--- src/rtl/ps2_pkg.sv ---
// Shared types and constants for the PS/2 keyboard receiver.
// Holds FSM state encoding, frame constants and default parameters.
package ps2_pkg;

    typedef enum logic [1:0] {
        ST_IDLE   = 2'd0,
        ST_DATA   = 2'd1,
        ST_PARITY = 2'd2,
        ST_STOP   = 2'd3
    } state_t;

    localparam int   DATA_BITS   = 8;
    localparam logic START_BIT   = 1'b0;
    localparam logic STOP_BIT    = 1'b1;

    localparam int   FILTER_DEF  = 8;
    localparam int   TIMEOUT_DEF = 25000;

endpackage

--- src/rtl/ps2_keyboard_if.sv ---
// Byte output bundle of the PS/2 receiver towards the io block.
// kdata: last good byte; kdone: new-byte strobe; kerr: error strobe.
interface ps2_keyboard_if;

    logic [7:0] kdata;
    logic       kdone;
    logic       kerr;

    modport master (
        output kdata,
        output kdone,
        output kerr
    );

    modport slave (
        input kdata,
        input kdone,
        input kerr
    );

endinterface

--- src/rtl/ps2_filter.sv ---
// Synchronises both PS/2 pins, deglitches the clock, detects falls.
// Ports: i_clk, i_rst_n, i_ps2_clk, i_ps2_dat -> o_fclk, o_fall, o_dat.
module ps2_filter #(
    parameter int FILTER = 8
) (
    input  logic i_clk,
    input  logic i_rst_n,
    input  logic i_ps2_clk,
    input  logic i_ps2_dat,
    output logic o_fclk,
    output logic o_fall,
    output logic o_dat
);

    localparam int CW = $clog2(FILTER + 1);

    logic [1:0]    r_csync;
    logic [1:0]    r_dsync;
    logic          r_fclk;
    logic          r_fclk_d;
    logic          r_fall;
    logic [CW-1:0] r_cnt;

    // r_cnt counts consecutive samples that disagree with r_fclk;
    // any agreeing sample restarts the count, so short pulses vanish.
    always_ff @(posedge i_clk or negedge i_rst_n) begin
        if (!i_rst_n) begin
            r_csync  <= 2'b11;
            r_dsync  <= 2'b11;
            r_fclk   <= 1'b1;
            r_fclk_d <= 1'b1;
            r_fall   <= 1'b0;
            r_cnt    <= '0;
        end else begin
            r_csync  <= {r_csync[0], i_ps2_clk};
            r_dsync  <= {r_dsync[0], i_ps2_dat};
            r_fclk_d <= r_fclk;
            r_fall   <= r_fclk_d & ~r_fclk;
            if (r_csync[1] == r_fclk) begin
                r_cnt <= '0;
            end else if (r_cnt == CW'(FILTER - 1)) begin
                r_fclk <= r_csync[1];
                r_cnt  <= '0;
            end else begin
                r_cnt <= r_cnt + CW'(1);
            end
        end
    end

    assign o_fclk = r_fclk;
    assign o_fall = r_fall;
    assign o_dat  = r_dsync[1];

endmodule

--- src/rtl/ps2_keyboard.sv ---
// PS/2 device-to-host frame receiver producing kdata/kdone/kerr.
// Ports: clock, reset_n, ps2_clk, ps2_dat, kbd (master byte bundle).
module ps2_keyboard
    import ps2_pkg::*;
#(
    parameter int FILTER  = FILTER_DEF,
    parameter int TIMEOUT = TIMEOUT_DEF
) (
    input  logic           clock,
    input  logic           reset_n,
    input  logic           ps2_clk,
    input  logic           ps2_dat,
    ps2_keyboard_if.master kbd
);

    logic w_fclk;
    logic w_fall;
    logic w_dat;
    logic w_edge;

    ps2_filter #(
        .FILTER (FILTER)
    ) u_filter (
        .i_clk     (clock),
        .i_rst_n   (reset_n),
        .i_ps2_clk (ps2_clk),
        .i_ps2_dat (ps2_dat),
        .o_fclk    (w_fclk),
        .o_fall    (w_fall),
        .o_dat     (w_dat)
    );

    // A fall pulse always coincides with a low filtered clock.
    assign w_edge = w_fall & ~w_fclk;

    state_t      r_state, w_state;
    logic [7:0]  r_shreg, w_shreg;
    logic [2:0]  r_bitcnt, w_bitcnt;
    logic        r_perr, w_perr;
    logic [14:0] r_tcnt, w_tcnt;
    logic [7:0]  r_kdata, w_kdata;
    logic        r_kdone, w_kdone;
    logic        r_kerr, w_kerr;

    always_ff @(posedge clock or negedge reset_n) begin
        if (!reset_n) begin
            r_state  <= ST_IDLE;
            r_shreg  <= '0;
            r_bitcnt <= '0;
            r_perr   <= 1'b0;
            r_tcnt   <= '0;
            r_kdata  <= 8'h00;
            r_kdone  <= 1'b0;
            r_kerr   <= 1'b0;
        end else begin
            r_state  <= w_state;
            r_shreg  <= w_shreg;
            r_bitcnt <= w_bitcnt;
            r_perr   <= w_perr;
            r_tcnt   <= w_tcnt;
            r_kdata  <= w_kdata;
            r_kdone  <= w_kdone;
            r_kerr   <= w_kerr;
        end
    end

    always_comb begin
        w_state  = r_state;
        w_shreg  = r_shreg;
        w_bitcnt = r_bitcnt;
        w_perr   = r_perr;
        w_kdata  = r_kdata;
        w_kdone  = 1'b0;
        w_kerr   = 1'b0;

        if (r_state == ST_IDLE || w_edge) begin
            w_tcnt = '0;
        end else begin
            w_tcnt = r_tcnt + 15'd1;
        end

        unique case (r_state)
            ST_IDLE: begin
                if (w_edge && w_dat == START_BIT) begin
                    w_state  = ST_DATA;
                    w_bitcnt = '0;
                end
            end
            ST_DATA: begin
                if (w_edge) begin
                    w_shreg  = {w_dat, r_shreg[7:1]};
                    w_bitcnt = r_bitcnt + 3'd1;
                    if (r_bitcnt == 3'(DATA_BITS - 1)) begin
                        w_state = ST_PARITY;
                    end
                end
            end
            ST_PARITY: begin
                if (w_edge) begin
                    w_perr  = ~(^r_shreg ^ w_dat);
                    w_state = ST_STOP;
                end
            end
            ST_STOP: begin
                if (w_edge) begin
                    if (w_dat == STOP_BIT && !r_perr) begin
                        w_kdata = r_shreg;
                        w_kdone = 1'b1;
                    end else begin
                        w_kerr = 1'b1;
                    end
                    w_state = ST_IDLE;
                end
            end
        endcase

        // A bit arriving in the expiry cycle takes priority.
        if (r_state != ST_IDLE && !w_edge &&
            r_tcnt == 15'(TIMEOUT - 1)) begin
            w_state = ST_IDLE;
            w_kerr  = 1'b1;
            w_tcnt  = '0;
        end
    end

    assign kbd.kdata = r_kdata;
    assign kbd.kdone = r_kdone;
    assign kbd.kerr  = r_kerr;

endmodule
--- src/flat_wrapper.sv ---
// flat-port wrapper written by rule: the top's interface ports become plain ports
module ps2_keyboard_flat import ps2_pkg::*;
#(
    parameter int FILTER  = FILTER_DEF,
    parameter int TIMEOUT = TIMEOUT_DEF
)
  (clock, reset_n, ps2_clk, ps2_dat, kbd_kdata, kbd_kdone, kbd_kerr);
  ps2_keyboard_if kbd_i ();
  input  logic clock;
  input  logic reset_n;
  input  logic ps2_clk;
  input  logic ps2_dat;
  output wire logic [$bits(kbd_i.kdata)-1:0] kbd_kdata;
  output wire logic [$bits(kbd_i.kdone)-1:0] kbd_kdone;
  output wire logic [$bits(kbd_i.kerr)-1:0] kbd_kerr;
  assign kbd_kdata = kbd_i.kdata;
  assign kbd_kdone = kbd_i.kdone;
  assign kbd_kerr = kbd_i.kerr;
  ps2_keyboard #(.FILTER(FILTER), .TIMEOUT(TIMEOUT)) u_core (.clock(clock), .reset_n(reset_n), .ps2_clk(ps2_clk), .ps2_dat(ps2_dat), .kbd(kbd_i));
endmodule
--- config.mk ---
export PLATFORM = sky130hd
export DESIGN_NAME = ps2_keyboard_flat
export DESIGN_NICKNAME = d
export VERILOG_FILES = /design/src/rtl/ps2_pkg.sv /design/src/rtl/ps2_keyboard_if.sv /design/src/rtl/ps2_filter.sv /design/src/rtl/ps2_keyboard.sv /design/src/flat_wrapper.sv
export SDC_FILE = /design/constraint.sdc
export NUM_CORES = 1
export LEC_CHECK = 0
export ABC_AREA = 1
export CAP_MARGIN = 25
export CELL_PAD_IN_SITES_DETAIL_PLACEMENT = 1
export CELL_PAD_IN_SITES_GLOBAL_PLACEMENT = 2
export CORE_MARGIN = 2
export CORE_UTILIZATION = 35
export DETAILED_ROUTE_END_ITERATION = 8
export PLACE_DENSITY = 0.79
export SETUP_SLACK_MARGIN = 0.05
export SLEW_MARGIN = 30
export SYNTH_ARGS = -nofsm -noshare
export SYNTH_HDL_FRONTEND = slang
export SYNTH_SLANG_ARGS = --single-unit
export TNS_END_PERCENT = 10
--- constraint.sdc ---
create_clock -name clock -period 3.9 [get_ports clock]
set_clock_uncertainty 0.05 [all_clocks]
set_input_delay 0.78 -clock clock [delete_from_list [all_inputs] [get_ports clock]]
set_output_delay 0.78 -clock clock [all_outputs]
set_load 0.02 [all_outputs]
==> results of run 1 <==
-- flip-flops by register name, summed over array words and instances, names as in the netlist --
signal and flops:
u_core.u_filter.r_dsync 2, u_core.kbd.kdata 8, u_core.u_filter.r_csync 2, u_core.r_shreg 8, u_core.u_filter.o_fclk 1, u_core.kbd.kdone 1
u_core.u_filter.o_fall 1, u_core.kbd.kerr 1, u_core.u_filter.r_cnt 4, u_core.r_bitcnt 3, u_core.r_perr 1, u_core.u_filter.r_fclk_d 1
u_core.r_state 2, u_core.r_tcnt 15
-- worst paths after layout --
check | start | to | slack [ps] | depth (start not counted)
worst max-delay path | u_core.kbd.kdata[6] | kbd_kdata[6] | 1780 | 1
worst max register to register | u_core.r_state[0] | u_core.r_tcnt[14] | 2160 | 10
worst min register to register | u_core.u_filter.r_csync[0] | u_core.u_filter.r_csync[1] | 310 | 0
min in group asynchronous | reset_n | u_core.u_filter.r_cnt[2] | 430 | 1
worst min-delay path | u_core.u_filter.r_csync[0] | u_core.u_filter.r_csync[1] | 310 | 0
max in group asynchronous | reset_n | u_core.u_filter.r_csync[0] | 2570 | 2
-- layout by cell type, fill, tap and decap left out, types with 3 or more instances in the layout --
cell type / n
clkdlybuf4s50_1: 12
nor2_1: 37
nor3_1: 9
a21oi_1: 11
dfstp_2: 6
nand3_1: 11
inv_1: 33
o21ai_0: 16
clkbuf_8: 5
nand2_2: 5
xnor2_1: 3
nand3_2: 3
ha_1: 8
nand4_1: 3
nand2_1: 69
inv_2: 3
nor2_2: 4
dfrtp_1: 44
xor2_1: 5
-- per-stage QoR --
step | power (mW) | utilization | area (sq um)
3_3_place_gp | 1.151 | 0.3902 | 2636
6_report | 1.457 | 0.4041 | 2730
2_1_floorplan | 1.010 | - | 2420
3_5_place_dp | 1.166 | 0.3902 | 2636
4_1_cts | 1.495 | 0.4041 | 2730
5_1_grt | 1.593 | 0.4041 | 2730
-- routing by layer --
| layer | wire length [microns] | track usage | vias to the layer above | share of wire |
|---|---|---|---|---|
| li1 | - | - | 926 | - |
| met1 | 2281 | 0.1821 | 883 | 0.46 |
| met2 | 2509 | 0.2797 | 14 | 0.51 |
| met3 | 67 | 0.02275 | 8 | 0.014 |
| met4 | 79 | 0.05035 | 0 | 0.016 |
| met5 | 0 | 0 | - | 0 |
-- cells by family (layout without fill, tap and decap cells) --
group	after synthesis	count (layout)	synth area share
xor gates and xnor gates	8	8	0.02896
DFF	50	50	0.5202
AOI/OAI and AO/OA	30	30	0.06567
adders and majority gates	8	8	0.04137
and+or+nand+nor	149	149	0.2813
buffers and inverters	38	58	0.06256
-- final cells by class --
| class | count | area [sq um] | share of cell area |
|---|---|---|---|
| tap | 80 | 100.1 | 0.03666 |
| inverter | 36 | 135.1 | 0.04950 |
| sequential | 50 | 1259 | 0.4610 |
| multi-input combinational | 195 | 1010 | 0.3698 |
| clock buffer | 5 | 68.82 | 0.02521 |
| clock inverter | 3 | 25.02 | 0.009166 |
| timing repair buffer | 14 | 132.6 | 0.04858 |
-- power by group --
group          total [mW]  switching [mW]  internal [mW]  leakage, nW
sequential          0.682          0.0706          0.612        0.661
combinational       0.458           0.293          0.165        0.587
clock               0.317           0.187          0.130       0.0447
total                1.46           0.551          0.907         1.29
==> results.py, run 1 <==
metrics = {
    "status": {
        "status": "finished clean",
    },
    "routing": {
        "final_antenna_net_count": 0,
        "drt_iter0_drc": 33,
        "vias_per_cell": 4.781,
        "routed_wl_mm": 4.938,
        "routedWlPerCell_microns": 12.89,
        "vias": 1831,
        "drc": 0,
        "first_pass_iters": 3,
    },
    "layout": {
        "area_growth_pct": 12.82,
        "antenna_cells": 0,
        "finalNetCount": 314,
        "drive_gt1_frac": 0.1221,
        "fill_cells": 833,
        "instances_no_fill": 383,
    },
    "placement": {
        "dp_hpwl_mm": 3.698,
        "port_buffers": 13,
        "routabilityCongestion": 0.7553,
        "dp_cells": 375,
        "post-place-ws_ps": 2117,
    },
    "sta": {
        "fin_setup_tns_ps": 0,
        "final-max-slew-violation-count": 0,
        "finalHoldViolCount": 0,
        "fin_crit_sh": 0.5439,
        "layout_setup_ws_ps": 1779,
        "finalWorstPathRequiredPeriod_ps": 2121,
        "tightest_slew_ps": 662.9,
        "slew_headroom": 0.5566,
        "finalSetupViolCount": 0,
        "grt_setup_unrepaired": "no",
        "fmax_mhz": 471.4,
        "hold_ws_ps": 312.4,
    },
    "global_routing": {
        "grt_pass1_wl_mm": 9.170,
        "antenna_found_initial": 0,
        "grt_use_total": 0.1527,
        "grt_max_degree": 28,
        "grt.overflow.total": 0,
        "grt_pass1_vias": 2068,
    },
    "floorplan": {
        "io_pins": 14,
        "num_rows": 30,
        "core_area_sq_um": 6756,
        "initial_utilization": 0.3581,
        "fp.dieH_microns": 87.15,
        "dieArea_sq_um": 7595,
        "dieWidth_microns": 87.15,
    },
    "cts": {
        "post_cts_buffers": 0,
        "clk_latency_ps": 310,
        "root_buffer": "clkbuf_8",
        "cts_tree": "yes",
        "clock-sinks": 50,
        "cts_resized": 0,
        "postCtsHoldBufs": 0,
        "htreeDepth": 2,
        "cts_buffer_depth": 2,
        "cts_inserted_buffers": 5,
        "clk_pin_slew_ps": 100,
    },
    "setup_path": {
        "critPathCaptureType": "output port",
        "path_delay_family": "buffers and inverters",
        "crit_chain": "clkdlybuf4s50_1",
        "cp_slowest_cell": "clkdlybuf4s50_1",
        "worstPathBufferInverterCount": 1,
        "arrival_ps": 1290,
        "crit_path_start_kind": "register",
        "criticalPathCategory": "reg2out",
        "worst-endpoint-required_ps": 3070,
        "critPathMaxStageDelay_ps": 610,
        "cp_max_fo": 2,
    },
    "pwr": {
        "pwr_density_cell_nw_per_um2": 533.8,
        "peakVddDrop_mv": 0.1693,
        "p_leak_nw": 1.293,
    },
    "run": {
        "cap_violations": 0,
    },
    "yosys": {
        "async_flop_share": 1.000,
        "ys_dominant_reg_cell": "dfrtp_1",
        "yosysTopAreaCell": "dfrtp_1",
        "synth_area_leaders": "dfrtp_1, nand2_1, dfstp_2",
        "syn_area_per_cell_sq_um": 8.551,
        "synth_seq_cells": 50,
        "syn_inst": 283,
        "syn_area_sq_um": 2420,
        "yosysUniqueCellTypes": 29,
        "synth_edf_count": 0,
        "synth_commonest_cells": "nand2_1, dfrtp_1, nor2_1",
        "yosysMostFrequentCell": "nand2_1",
        "yosys_warnings": 0,
        "synth_top_area_share": 0.4550,
        "seq_area_frac_synth": 0.5202,
        "syn_nets": 295,
    },
    "min_path": {
        "hp-class": "reg2reg",
    },
}
No activity file was read; power rests on OpenSTA's default activity.
==> run 2: changes to the inputs <==
==> constraint.sdc (replaced) <==
create_clock -name clock -period 2.05 [get_ports clock]
set_clock_uncertainty 0.05 [all_clocks]
set_input_delay 0.41 -clock clock [delete_from_list [all_inputs] [get_ports clock]]
set_output_delay 0.41 -clock clock [all_outputs]
set_load 0.02 [all_outputs]
==> run 2 against run 1 <==
Highest routed layer unchanged. Cell count rose by 1.0%. Via count fell by 0.16%. Power rose by 90%. Largest power group unchanged. Largest cell class unchanged. Clock power rose by 85%. Die area did not move.
==> results.py, run 2 (synthesized netlist as in run 1, its figures left out) <==
metrics = {
    "sta": {
        "tightest_slew_ps": 323.3,
        "finalHoldViolCount": 0,
        "finalWorstPathRequiredPeriod_ps": 1757,
        "fmax_mhz": 569.1,
        "slew_headroom": 0.7822,
        "fin_setup_tns_ps": 0,
        "final-max-slew-violation-count": 0,
        "hold_ws_ps": 310.3,
        "fin_crit_sh": 0.8572,
        "grt_setup_unrepaired": "no",
        "finalSetupViolCount": 0,
    },
    "pwr": {
        "pwr_density_cell_nw_per_um2": 1001,
        "peakVddDrop_mv": 0.3472,
        "p_leak_nw": 1.317,
    },
    "global_routing": {
        "grt_pass1_vias": 1988,
        "grt_max_degree": 25,
        "antenna_found_initial": 0,
        "grt.overflow.total": 0,
        "grt_use_total": 0.1504,
        "grt_pass1_wl_mm": 8.928,
    },
    "setup_path": {
        "critPathMaxStageDelay_ps": 620,
        "worstPathBufferInverterCount": 1,
        "crit_path_start_kind": "register",
        "cp_max_fo": 2,
        "critPathCaptureType": "output port",
        "criticalPathCategory": "reg2out",
        "path_delay_family": "buffers and inverters",
        "arrival_ps": 1300,
        "crit_chain": "clkdlybuf4s50_1",
        "cp_slowest_cell": "clkdlybuf4s50_1",
        "worst-endpoint-required_ps": 1590,
    },
    "placement": {
        "dp_hpwl_mm": 3.760,
        "routabilityCongestion": 0.7715,
        "port_buffers": 13,
    },
    "routing": {
        "routedWlPerCell_microns": 12.81,
        "vias": 1828,
        "drt_iter0_drc": 62,
        "first_pass_iters": 4,
        "drc": 0,
        "final_antenna_net_count": 0,
        "routed_wl_mm": 4.957,
        "vias_per_cell": 4.724,
    },
    "floorplan": {
        "num_rows": 30,
        "initial_utilization": 0.3581,
        "core_area_sq_um": 6756,
        "fp.dieH_microns": 87.15,
        "io_pins": 14,
        "dieWidth_microns": 87.15,
        "dieArea_sq_um": 7595,
    },
    "cts": {
        "postCtsHoldBufs": 1,
        "cts_inserted_buffers": 5,
        "htreeDepth": 2,
        "clk_latency_ps": 310,
        "root_buffer": "clkbuf_8",
        "cts_resized": 0,
        "clk_pin_slew_ps": 90,
        "cts_tree": "yes",
        "post_cts_buffers": 0,
        "cts_buffer_depth": 2,
        "clock-sinks": 50,
    },
    "status": {
        "status": "finished clean",
    },
    "layout": {
        "largest_reg_flops": 15,
        "top_register": "u_core.r_tcnt",
        "area_growth_pct": 14.53,
        "final_cell_mix": "nand2_1, dfrtp_1, nor2_1",
        "drive_gt1_frac": 0.1303,
        "multiInputGateArea_sq_um": 1010,
        "layout.area.seq_sq_um": 1259,
        "final_common_cell": "nand2_1",
        "finalNetCount": 318,
        "antenna_cells": 0,
        "fill_cells": 821,
    },
    "min_path": {
        "hp-class": "reg2reg",
    },
    "run": {
        "cap_violations": 0,
    },
}
-- run 2: cell types whose count changed in the layout (fill, tap and decap cells not counted) --
cell | previous run | this run
clkinv_2 | 0 | 1
buf_12 | 0 | 1
buf_4 | 1 | 3
inv_6 | 1 | 0
dlygate4sd3_1 | 0 | 1
-- run 2: path summary, 6_finish.rpt --
kind	startpoint	endpoint	slack (ps)	cells after the start
worst min register to register	u_core.u_filter.r_dsync[0]	u_core.u_filter.r_dsync[1]	310	0
min in group asynchronous	reset_n	u_core.u_filter.r_cnt[2]	430	2
worst max register to register	u_core.r_state[0]	u_core.r_tcnt[13]	370	10
worst min-delay path	u_core.u_filter.r_dsync[0]	u_core.u_filter.r_dsync[1]	310	0
worst max-delay path	u_core.kbd.kdata[7]	kbd_kdata[7]	290	1
max in group asynchronous	reset_n	u_core.u_filter.r_fclk_d	950	3
-- run 2: power breakdown --
group          internal, mW  total (mW)  switching, mW
Sequential             1.16        1.29          0.131
Clock                 0.240       0.586          0.346
Combinational         0.326       0.894          0.569
-- run 2: through the flow --
| step | instance area (sq um) | std cells | setup WS (ps) | power, mW | utilization |
|---|---|---|---|---|---|
| 3_3_place_gp | 2671 | 378 | 412.8 | 2.203 | 0.3954 |
| 6_report | 2771 | 387 | 292.7 | 2.775 | 0.4102 |
| 4_1_cts | 2771 | 387 | 271.1 | 2.840 | 0.4102 |
| 2_1_floorplan | 2420 | 283 | 583.7 | 1.922 | - |
| 5_1_grt | 2771 | 387 | 174.6 | 3.027 | 0.4102 |
| 3_5_place_dp | 2671 | 378 | 340.8 | 2.232 | 0.3954 |
-- run 2: area by class of cell --
type	instances	area share
Clock buffer	5	0.02483
Inverter	36	0.04876
Multi-Input combinational cell	195	0.3643
Sequential cell	50	0.4542
Timing Repair Buffer	18	0.06411
Tap cell	80	0.03612
Clock inverter	3	0.007675
-- run 2: layer usage --
metal,vias to the layer above,GRT usage,part of all wire
met5,-,0,0
met2,14,0.2630,0.50
li1,932,-,-
met1,877,0.1849,0.46
met4,0,0.05035,0.015
met3,5,0.03033,0.023
==> run 3: changes to the inputs <==
--- a/config.mk
+++ b/config.mk
@@ -11,7 +11,9 @@
 export CELL_PAD_IN_SITES_GLOBAL_PLACEMENT = 2
 export CORE_MARGIN = 2
 export CORE_UTILIZATION = 35
+export CTS_CLUSTER_SIZE = 30
 export DETAILED_ROUTE_END_ITERATION = 8
+export GPL_TIMING_DRIVEN = 0
 export PLACE_DENSITY = 0.79
 export SETUP_SLACK_MARGIN = 0.05
 export SLEW_MARGIN = 30
==> constraint.sdc (replaced) <==
create_clock -name clock -period 2.1 [get_ports clock]
set_clock_uncertainty 0.05 [all_clocks]
set_input_delay 0.42 -clock clock [delete_from_list [all_inputs] [get_ports clock]]
set_output_delay 0.42 -clock clock [all_outputs]
set_load 0.02 [all_outputs]
==> run 3 against run 2 <==
Die area did not move. Non-clock buffer count fell by 1. Largest cell class unchanged. Clock-buffer cell count rose by 2. Sequential cell count did not move. Critical path depth did not move. Cell area barely moved. Setup slack improved by 56 ps. Worst hold slack got worse by 0.61 ps.
==> results.py, run 3 (synthesized netlist as in run 1, its figures left out) <==
metrics = {
    "status": {
        "status": "finished clean",
    },
    "floorplan": {
        "dieArea_sq_um": 7595,
        "num_rows": 30,
        "dieWidth_microns": 87.15,
        "initial_utilization": 0.3581,
        "io_pins": 14,
        "fp.dieH_microns": 87.15,
        "core_area_sq_um": 6756,
    },
    "layout": {
        "area_growth_pct": 14.43,
        "antenna_cells": 0,
        "instances_no_fill": 386,
        "final_cell_mix": "nand2_1, dfrtp_1, nor2_1",
        "final_area_sq_um": 2769,
        "largest_reg_flops": 15,
        "top_register": "u_core.r_tcnt",
        "drive_gt1_frac": 0.1242,
        "fin_util": 0.4098,
        "final_common_cell": "nand2_1",
        "finalNetCount": 317,
    },
    "pwr": {
        "p_total_mw": 2.708,
        "pwr_density_cell_nw_per_um2": 977.8,
        "p_leak_nw": 1.318,
        "peakVddDrop_mv": 0.3381,
    },
    "setup_path": {
        "cp_slowest_cell": "clkdlybuf4s50_1",
        "criticalPathCategory": "reg2out",
        "critPathMaxStageDelay_ps": 610,
        "crit_chain": "clkdlybuf4s50_1",
        "path_delay_family": "buffers and inverters",
        "worstPathBufferInverterCount": 1,
        "crit_path_start_kind": "register",
        "cp_max_fo": 2,
        "arrival_ps": 1280,
        "critPathCaptureType": "output port",
        "worst-endpoint-required_ps": 1630,
    },
    "cts": {
        "clk_latency_ps": 300,
        "cts_resized": 0,
        "clk_pin_slew_ps": 90,
        "cts_tree": "yes",
        "htreeDepth": 2,
        "root_buffer": "clkbuf_8",
        "cts_inserted_buffers": 5,
        "clock-sinks": 50,
        "cts_buffer_depth": 2,
    },
    "placement": {
        "port_buffers": 13,
        "dp_hpwl_mm": 3.676,
        "dp_cells": 377,
        "placed_area_sq_um": 2668,
        "routabilityCongestion": 0.7463,
        "post-place-ws_ps": 346.3,
    },
    "routing": {
        "first_pass_iters": 4,
        "final_antenna_net_count": 0,
        "drt_iter0_drc": 79,
        "routed_wl_mm": 4.936,
        "vias_per_cell": 4.720,
        "vias": 1822,
        "drc": 0,
        "routedWlPerCell_microns": 12.79,
    },
    "sta": {
        "fin_crit_sh": 0.8341,
        "grt_setup_unrepaired": "no",
        "finalHoldViolCount": 0,
        "layout_setup_ws_ps": 348.5,
        "final-max-slew-violation-count": 0,
        "fin_setup_tns_ps": 0,
        "tightest_slew_ps": 445.8,
        "finalWorstPathRequiredPeriod_ps": 1752,
        "finalSetupViolCount": 0,
        "slew_headroom": 0.7025,
        "hold_ws_ps": 309.7,
        "fmax_mhz": 570.9,
    },
    "global_routing": {
        "antenna_found_initial": 0,
        "grt_pass1_vias": 1981,
        "grt.overflow.total": 0,
        "grt_max_degree": 39,
        "grt_pass1_wl_mm": 8.963,
        "grt_use_total": 0.1486,
    },
    "run": {
        "cap_violations": 0,
    },
    "min_path": {
        "hp-class": "reg2reg",
    },
}
-- run 3: cell types whose count changed in the layout (fill, tap and decap cells not counted), sizes merged --
| cell | delta |
|---|---|
| clkbuf | +2 |
| clkinvlp | -1 |
| clkinv | -1 |
| buf | -1 |
-- run 3: path summary, 6_finish.rpt --
| kind | start | end | slack (ps) | cells past startpoint |
|---|---|---|---|---|
| setup reg to reg | u_core.r_state[0] | u_core.r_tcnt[14] | 380 | 10 |
| hold reg to reg | u_core.u_filter.r_csync[0] | u_core.u_filter.r_csync[1] | 310 | 0 |
| hold / removal | u_core.u_filter.r_csync[0] | u_core.u_filter.r_csync[1] | 310 | 0 |
| max in group asynchronous | reset_n | u_core.u_filter.r_dsync[0] | 1030 | 3 |
| setup / recovery | u_core.kbd.kdata[7] | kbd_kdata[7] | 350 | 1 |
| min in group asynchronous | reset_n | u_core.r_tcnt[5] | 460 | 2 |
-- run 3: layout make-up --
class	count	area [sq um]
Clock inverter	1	5.005
Sequential cell	50	1259
Multi-Input combinational cell	195	1010
Buffer	2	16.27
Timing Repair Buffer	15	157.7
Tap cell	80	100.1
Inverter	36	135.1
Clock buffer	7	86.33
Fill cell	804	3988
-- run 3: layer usage --
layer | wire length, microns | global-route usage | vias to the layer above
met5 | 0 | 0 | -
met4 | 55 | 0.04196 | 0
met3 | 97 | 0.02844 | 5
met2 | 2474 | 0.2609 | 15
met1 | 2310 | 0.1863 | 870
li1 | - | - | 932
-- run 3: where the power goes --
| part | total, mW | switching [mW] | internal, mW |
|---|---|---|---|
| registers | 1.27 | 0.131 | 1.14 |
| logic | 0.862 | 0.549 | 0.314 |
| clock network | 0.579 | 0.312 | 0.267 |
-- run 3: what timing repair did --
item,in CTS,in global routing
hold endpoints to repair,12,0
hold buffers,1,0
setup buffers,0,0
